**config.mk**
```make
export PLATFORM = sky130hd
export DESIGN_NAME = lane_log_scroller_flat
export DESIGN_NICKNAME = d
export VERILOG_FILES = /design/src/rtl/lane_log_scroller_if.sv /design/src/rtl/lane_log_scroller.sv /design/src/flat_wrapper.sv
export SDC_FILE = /design/constraint.sdc
export NUM_CORES = 1
export LEC_CHECK = 0
export ABC_AREA = 1
export CORE_ASPECT_RATIO = 1.75
export CORE_MARGIN = 3
export CORE_UTILIZATION = 60
export DETAILED_ROUTE_END_ITERATION = 8
export MAX_ROUTING_LAYER = met4
export PLACE_DENSITY = 0.8
export SETUP_SLACK_MARGIN = 0.15
export SYNTH_ARGS = -nofsm -noshare
export SYNTH_HDL_FRONTEND = slang
export SYNTH_SLANG_ARGS = --single-unit
```
**constraint.sdc**
```tcl
create_clock -name clk -period 4 [get_ports clk]
set_input_delay 0.6 -clock clk [delete_from_list [all_inputs] [get_ports clk]]
set_output_delay 0.6 -clock clk [all_outputs]
set_load 0.02 [all_outputs]
```
**src/rtl/lane_log_scroller_if.sv**
```systemverilog
// Bus bundle for lane_log_scroller: lane control, frog query and log outputs.
interface lane_log_scroller_if #(
  parameter int NUM_LANES     = 4,
  parameter int LOGS_PER_LANE = 2,
  parameter int X_W           = 11
);
  localparam int LANE_W = (NUM_LANES > 1) ? $clog2(NUM_LANES) : 1;

  logic                                   run;
  logic [NUM_LANES-1:0]                   lane_dir;
  logic [4*NUM_LANES-1:0]                 lane_speed;
  logic                                   frog_valid;
  logic [LANE_W-1:0]                      frog_lane;
  logic signed [X_W-1:0]                  frog_x;
  logic                                   tick;
  logic [X_W*NUM_LANES*LOGS_PER_LANE-1:0] log_x;
  logic                                   on_log;
  logic signed [X_W-1:0]                  carry_dx;
  logic                                   resp_valid;

  modport master (
    output run, lane_dir, lane_speed, frog_valid, frog_lane, frog_x,
    input  tick, log_x, on_log, carry_dx, resp_valid
  );

  modport slave (
    input  run, lane_dir, lane_speed, frog_valid, frog_lane, frog_x,
    output tick, log_x, on_log, carry_dx, resp_valid
  );
endinterface

```
**src/rtl/lane_log_scroller.sv**
```systemverilog
// Multi-lane river log mover: prescaled movement tick, per-lane direction and
// speed with off-screen wrap, and a registered frog-on-log query.
module lane_log_scroller #(
  parameter int NUM_LANES     = 4,
  parameter int LOGS_PER_LANE = 2,
  parameter int BLOCK         = 32,
  parameter int LOG_BLOCKS    = 3,
  parameter int SCREEN_W      = 320,
  parameter int TICK_DIV      = 262144,
  parameter int X_W           = 11
) (
  input logic               clk,
  input logic               reset,
  lane_log_scroller_if.slave bus
);
  localparam int LOG_W  = LOG_BLOCKS * BLOCK;
  localparam int SP     = (SCREEN_W + LOG_W) / LOGS_PER_LANE;
  localparam int NLOGS  = NUM_LANES * LOGS_PER_LANE;
  localparam int CNT_W  = $clog2(TICK_DIV);
  localparam int LANE_W = (NUM_LANES > 1) ? $clog2(NUM_LANES) : 1;

  localparam logic signed [X_W-1:0] SCR_X  = X_W'(SCREEN_W);
  localparam logic signed [X_W-1:0] NEG_LW = X_W'(-LOG_W);
  localparam logic signed [X_W-1:0] LW_X   = X_W'(LOG_W);
  localparam logic signed [X_W-1:0] HALF   = X_W'(BLOCK / 2);
  localparam logic [CNT_W-1:0]      CNT_MAX = CNT_W'(TICK_DIV - 1);

  logic [CNT_W-1:0]      count;
  logic                  tick_r;
  logic signed [X_W-1:0] pos      [NLOGS];
  logic signed [X_W-1:0] next_pos [NLOGS];
  logic signed [X_W-1:0] spd      [NUM_LANES];
  logic signed [X_W-1:0] centre;
  logic                  hit;
  logic signed [X_W-1:0] sel_dx;
  logic                  on_log_r;
  logic                  resp_r;
  logic signed [X_W-1:0] carry_r;
  logic [X_W*NLOGS-1:0]  log_flat;

  assign centre = bus.frog_x + HALF;

  // Prescaler: counts only while running; tick is the registered terminal count.
  always_ff @(posedge clk) begin
    if (reset) begin
      count  <= '0;
      tick_r <= 1'b0;
    end else if (bus.run) begin
      if (count == CNT_MAX) begin
        count  <= '0;
        tick_r <= 1'b1;
      end else begin
        count  <= count + CNT_W'(1);
        tick_r <= 1'b0;
      end
    end else begin
      tick_r <= 1'b0;
    end
  end

  // Zero-extend each lane's 4-bit speed into the coordinate width.
  always_comb begin
    for (int unsigned l = 0; l < NUM_LANES; l++) begin
      spd[l] = {{(X_W-4){1'b0}}, bus.lane_speed[4*l +: 4]};
    end
  end

  // Candidate positions after one movement step, wrapping without overshoot.
  always_comb begin
    for (int unsigned l = 0; l < NUM_LANES; l++) begin
      for (int unsigned j = 0; j < LOGS_PER_LANE; j++) begin
        if (bus.lane_dir[l]) begin
          next_pos[l*LOGS_PER_LANE + j] =
            (pos[l*LOGS_PER_LANE + j] + spd[l] >= SCR_X) ? NEG_LW
                                                         : pos[l*LOGS_PER_LANE + j] + spd[l];
        end else begin
          next_pos[l*LOGS_PER_LANE + j] =
            (pos[l*LOGS_PER_LANE + j] - spd[l] <= NEG_LW) ? SCR_X
                                                          : pos[l*LOGS_PER_LANE + j] - spd[l];
        end
      end
    end
  end

  // Log position registers: spawn spacing on reset, step on each tick.
  always_ff @(posedge clk) begin
    if (reset) begin
      for (int unsigned l = 0; l < NUM_LANES; l++) begin
        for (int unsigned j = 0; j < LOGS_PER_LANE; j++) begin
          pos[l*LOGS_PER_LANE + j] <= X_W'(int'(j) * SP - LOG_W);
        end
      end
    end else if (tick_r) begin
      pos <= next_pos;
    end
  end

  // Hit test of the frog centre against the queried lane's logs; an
  // out-of-range lane matches no loop index and so never hits.
  always_comb begin
    hit    = 1'b0;
    sel_dx = '0;
    for (int unsigned l = 0; l < NUM_LANES; l++) begin
      if (bus.frog_lane == LANE_W'(l)) begin
        sel_dx = bus.lane_dir[l] ? spd[l] : -spd[l];
        for (int unsigned j = 0; j < LOGS_PER_LANE; j++) begin
          if ((pos[l*LOGS_PER_LANE + j] <= centre) &&
              (centre < pos[l*LOGS_PER_LANE + j] + LW_X)) begin
            hit = 1'b1;
          end
        end
      end
    end
  end

  // Query response register: results hold between queries.
  always_ff @(posedge clk) begin
    if (reset) begin
      on_log_r <= 1'b0;
      carry_r  <= '0;
      resp_r   <= 1'b0;
    end else begin
      resp_r <= bus.frog_valid;
      if (bus.frog_valid) begin
        on_log_r <= hit;
        carry_r  <= (hit && tick_r) ? sel_dx : '0;
      end
    end
  end

  // Flatten the position array onto the output bus.
  always_comb begin
    log_flat = '0;
    for (int unsigned k = 0; k < NLOGS; k++) begin
      log_flat[k*X_W +: X_W] = pos[k];
    end
  end

  assign bus.tick       = tick_r;
  assign bus.log_x      = log_flat;
  assign bus.on_log     = on_log_r;
  assign bus.carry_dx   = carry_r;
  assign bus.resp_valid = resp_r;
endmodule
```
**src/flat_wrapper.sv**
```systemverilog
// flat-port wrapper written by rule: the top's interface ports become plain ports
module lane_log_scroller_flat 
#(
  parameter int NUM_LANES     = 4,
  parameter int LOGS_PER_LANE = 2,
  parameter int BLOCK         = 32,
  parameter int LOG_BLOCKS    = 3,
  parameter int SCREEN_W      = 320,
  parameter int TICK_DIV      = 262144,
  parameter int X_W           = 11
)
  (clk, reset, bus_run, bus_lane_dir, bus_lane_speed, bus_frog_valid, bus_frog_lane, bus_frog_x, bus_tick, bus_log_x, bus_on_log, bus_carry_dx, bus_resp_valid);
  lane_log_scroller_if #(.NUM_LANES(NUM_LANES), .LOGS_PER_LANE(LOGS_PER_LANE), .X_W(X_W)) bus_i ();
  input logic clk;
  input logic reset;
  input wire logic [$bits(bus_i.run)-1:0] bus_run;
  input wire logic [$bits(bus_i.lane_dir)-1:0] bus_lane_dir;
  input wire logic [$bits(bus_i.lane_speed)-1:0] bus_lane_speed;
  input wire logic [$bits(bus_i.frog_valid)-1:0] bus_frog_valid;
  input wire logic [$bits(bus_i.frog_lane)-1:0] bus_frog_lane;
  input wire logic [$bits(bus_i.frog_x)-1:0] bus_frog_x;
  output wire logic [$bits(bus_i.tick)-1:0] bus_tick;
  output wire logic [$bits(bus_i.log_x)-1:0] bus_log_x;
  output wire logic [$bits(bus_i.on_log)-1:0] bus_on_log;
  output wire logic [$bits(bus_i.carry_dx)-1:0] bus_carry_dx;
  output wire logic [$bits(bus_i.resp_valid)-1:0] bus_resp_valid;
  assign bus_i.run = bus_run;
  assign bus_i.lane_dir = bus_lane_dir;
  assign bus_i.lane_speed = bus_lane_speed;
  assign bus_i.frog_valid = bus_frog_valid;
  assign bus_i.frog_lane = bus_frog_lane;
  assign bus_i.frog_x = bus_frog_x;
  assign bus_tick = bus_i.tick;
  assign bus_log_x = bus_i.log_x;
  assign bus_on_log = bus_i.on_log;
  assign bus_carry_dx = bus_i.carry_dx;
  assign bus_resp_valid = bus_i.resp_valid;
  lane_log_scroller #(.NUM_LANES(NUM_LANES), .LOGS_PER_LANE(LOGS_PER_LANE), .BLOCK(BLOCK), .LOG_BLOCKS(LOG_BLOCKS), .SCREEN_W(SCREEN_W), .TICK_DIV(TICK_DIV), .X_W(X_W)) u_core (.clk(clk), .reset(reset), .bus(bus_i));
endmodule
```
==> metrics.cfg <==
[finish]
nFillCells=2225
nNetsFinal=2784
postLayoutCoreUtil_pct=70.3
layout-drive-gt1-share_pct=4.58
stdcell_area_sq_um=17400
multi_input_area_sq_um=11200
seqCellArea_sq_um=2320
instances_no_fill=2844
syn2layout_area_growth_pct=14.5

[clock_tree]
cts_max_path_buffers=2
clkSlewWorstSetupHoldPaths_ps=60
h-tree-depth=4
ctsResizeCount=0
cts_buffers=17
holdBufCountCts=0
clk_latency_ps=470
cts_tree=yes
postCtsSetupRepairBufs=0
clock-sinks=116
cts-root-buf=clkbuf_16

[worst_setup_path]
crit_fanout=8
required_ps=4300
crit_type=in -> reg
crit_family=simple AND/OR/NAND/NOR gates
crit_path_frequent_cell=nand2_1
r2r_slack_ps=950
slowest_stage=clkdlybuf4s50_1
crit_path_max_incr_delay_ps=580
startpoint_type=input pin
end_kind=register
cp_num_buf_inv=5
critPathArrivalTime_ps=3770
cp_cell_sequence=clkdlybuf4s50_1, ha_1, nand2_2, inv_1, nor2_1, inv_1, ha_1, inv_1, nor3_1, nand2_1, nand3_1, nand2_1, nand2_1, nand2_1, nand2_1, nand2_1, nand2_1, nand2_1, nand2_1, nand2_1, inv_2, nand3_4, nand3_1, a21oi_1

[logic_synthesis]
synthesis.nets=2676
synth_area_sq_um=15200
synth_edf_count=0
async_flop_share_pct=0
ys_ff_latch=116
synth_cell_types=56
syn_area_per_cell_sq_um=6.30
ys_seq_area_share_pct=15.3
synth_warnings=0
synth_flop_cell=dfxtp_1
netlist_instances=2410

[sta]
rsz0062_at_grt=no
worst_pin_slew_ps=1210
clock_skew_ps=8.42
drv_slew=0
fmax_mhz=288
hold_viol=0
finalCriticalPeriod_ps=3470
setup_viol=0
fin_crit_sh_pct=86.7
hold_ws_ps=477
slew_headroom_pct=19.5
fin_tns_setup_ps=0

[drt]
routed_wl_um=54000
wl_per_cell_um=19.0
dr.pass1.iters=8
drt_iter0_markers=1348
vias=16965
viasPerCell=5.97
drc=0
drtAntennaViolNets=0

[power_and_ir_drop]
p_switching_uw=1180
p_seq_share_pct=34.1
comb_power_share_pct=20.9
switching_share_pct=34.8
power.share.clock_pct=45.0
ir_worst_vdd_mv=0.294
leakage_uw=0.00851
p_int_uw=2220
p_per_area_nw_per_um2=196

[floorplanning]
core_sq_um=24700
start_util_pct=61.4
io_pins=139
die_area_sq_um=27300
die_h_um=216
die_w_um=126
num_rows=76

[global_route]
grt_overflow=0
grt_usage_pct=40.5
antenna_found_initial=1
grt_pass1_vias=16863
grt_max_degree=92
grt_pass1_wl_um=85900

[flow_run]
drv_cap=0

[placed_design]
dpl.cell_count=2811
gp_congestion=0.985
place_hpwl_um=40400
io_buffers=138
placed_area_sq_um=16800

[min_path]
hold_path.class=reg -> reg

[status]
outcome=complete, no violations

## placed cells by master (no fill, tap or decap), drive strengths merged, types with 2 or more instances in the layout
cell           count
a211oi             3
a21o               7
a21oi            200
a221oi             2
a311oi             3
a31oi              7
buf               38
clkbuf            17
clkdlybuf4s50    137
clkinv             5
clkinvlp           4
dfxtp            116
fa                16
ha               213
inv              323
nand2            585
nand3            210
nand3b            15
nand4             35
nor2             224
nor3              42
nor3b              3
nor4               3
o211ai             7
o21a               5
o21ai            136
o21bai             3
o22ai              7
o31ai              4
or2                7
xnor2              9
xor2             138
## power groups by stage
stage                     registers [uW]  logic (uW)  clock network (uW)
after floorplan                     1190         441                   0
after global placement              1190         676                   0
after detailed placement            1190         689                   0
after CTS                           1160         694                1530
after global routing                1160         784                1570
final                               1160         710                1530
## worst register-to-register path, stage by stage, from the launching register on
cell and delay (ps):
dfxtp_1 460, ha_1 230, inv_1 70, fa_1 400, o21ai_1 170, nand2_1 110, nand2_1 70, nand2_1 60
nor2_1 210, nand3_1 170, nor2_1 170, xor2_1 250, nand2_1 240, nand3_1 130, o21ai_1 60, nand2_1 90
nand2_1 50
## cell usage after synthesis (all sizes together) (2+ instances only)
library cell / instances / area [sq um]
a211oi: 3 / 22.5
a21o: 7 / 52.6
a21oi: 200 / 1020
a221oi: 2 / 17.5
a311oi: 3 / 26.3
a31oi: 7 / 43.8
buf: 33 / 219
clkbuf: 52 / 196
clkinv: 4 / 15.0
dfxtp: 116 / 2320
fa: 16 / 320
ha: 213 / 2670
inv: 313 / 1170
nand2: 585 / 2250
nand3: 210 / 1070
nand3b: 15 / 113
nand4: 35 / 219
nor2: 224 / 846
nor3: 42 / 260
nor3b: 3 / 22.5
nor4: 3 / 18.8
o211ai: 7 / 52.6
o21a: 5 / 37.5
o21ai: 136 / 684
o21bai: 3 / 33.8
o22ai: 7 / 43.8
o31ai: 4 / 30.0
or2: 7 / 43.8
xnor2: 9 / 78.8
xor2: 138 / 1220
## metrics by stage
| step | setup slack [ps] | power [uW] |
|---|---|---|
| floorplan | 926 | 1630 |
| global placement | 202 | 1860 |
| detailed placement | 78.8 | 1870 |
| CTS | 562 | 3380 |
| global route | 223 | 3510 |
| finish | 531 | 3400 |
## path summary, 6_finish.rpt
kind | end | start | depth (start not counted)
min | u_core.bus.carry_dx[1] | u_core.bus.carry_dx[1] | 2
max | u_core.bus.carry_dx[0] | bus_frog_x[5] | 24
max reg2reg | u_core.bus.log_x[81] | u_core.bus.log_x[77] | 16
min reg2reg | u_core.bus.carry_dx[1] | u_core.bus.carry_dx[1] | 2
## area by class of cell
class,count,area share (%)
inverters,317,6.85
diodes,1,0.0144
repair buffers,175,9.60
clock inverters,15,0.770
clock buffers,17,2.45
well taps,312,2.25
multi-input cells,1891,64.7
flip-flops and latches,116,13.4
## registers in the layout, indices dropped and copies added, names as in the netlist
name                   flops
u_core.bus.resp_valid      1
u_core.count              18
u_core.bus.tick            1
u_core.bus.carry_dx        7
u_core.bus.log_x          88
u_core.bus.on_log          1
## routing by layer
metal | track usage (%) | wire length [um] | up-vias
met3 | 6.91 | 3900 | 263
met1 | 42.2 | 19200 | 7820
li1 | - | - | 8039
met2 | 70.4 | 27200 | 843
met5 | - | 0 | -
met4 | 25.0 | 3680 | 0
## logic make-up after synthesis
group | synth area share (%)
compound gates | 13.9
xor+xnor | 8.53
fa+ha+maj | 19.7
buf+inv | 10.6
flops | 15.3
simple gates | 32.0
No activity file was read; power rests on OpenSTA's default activity.
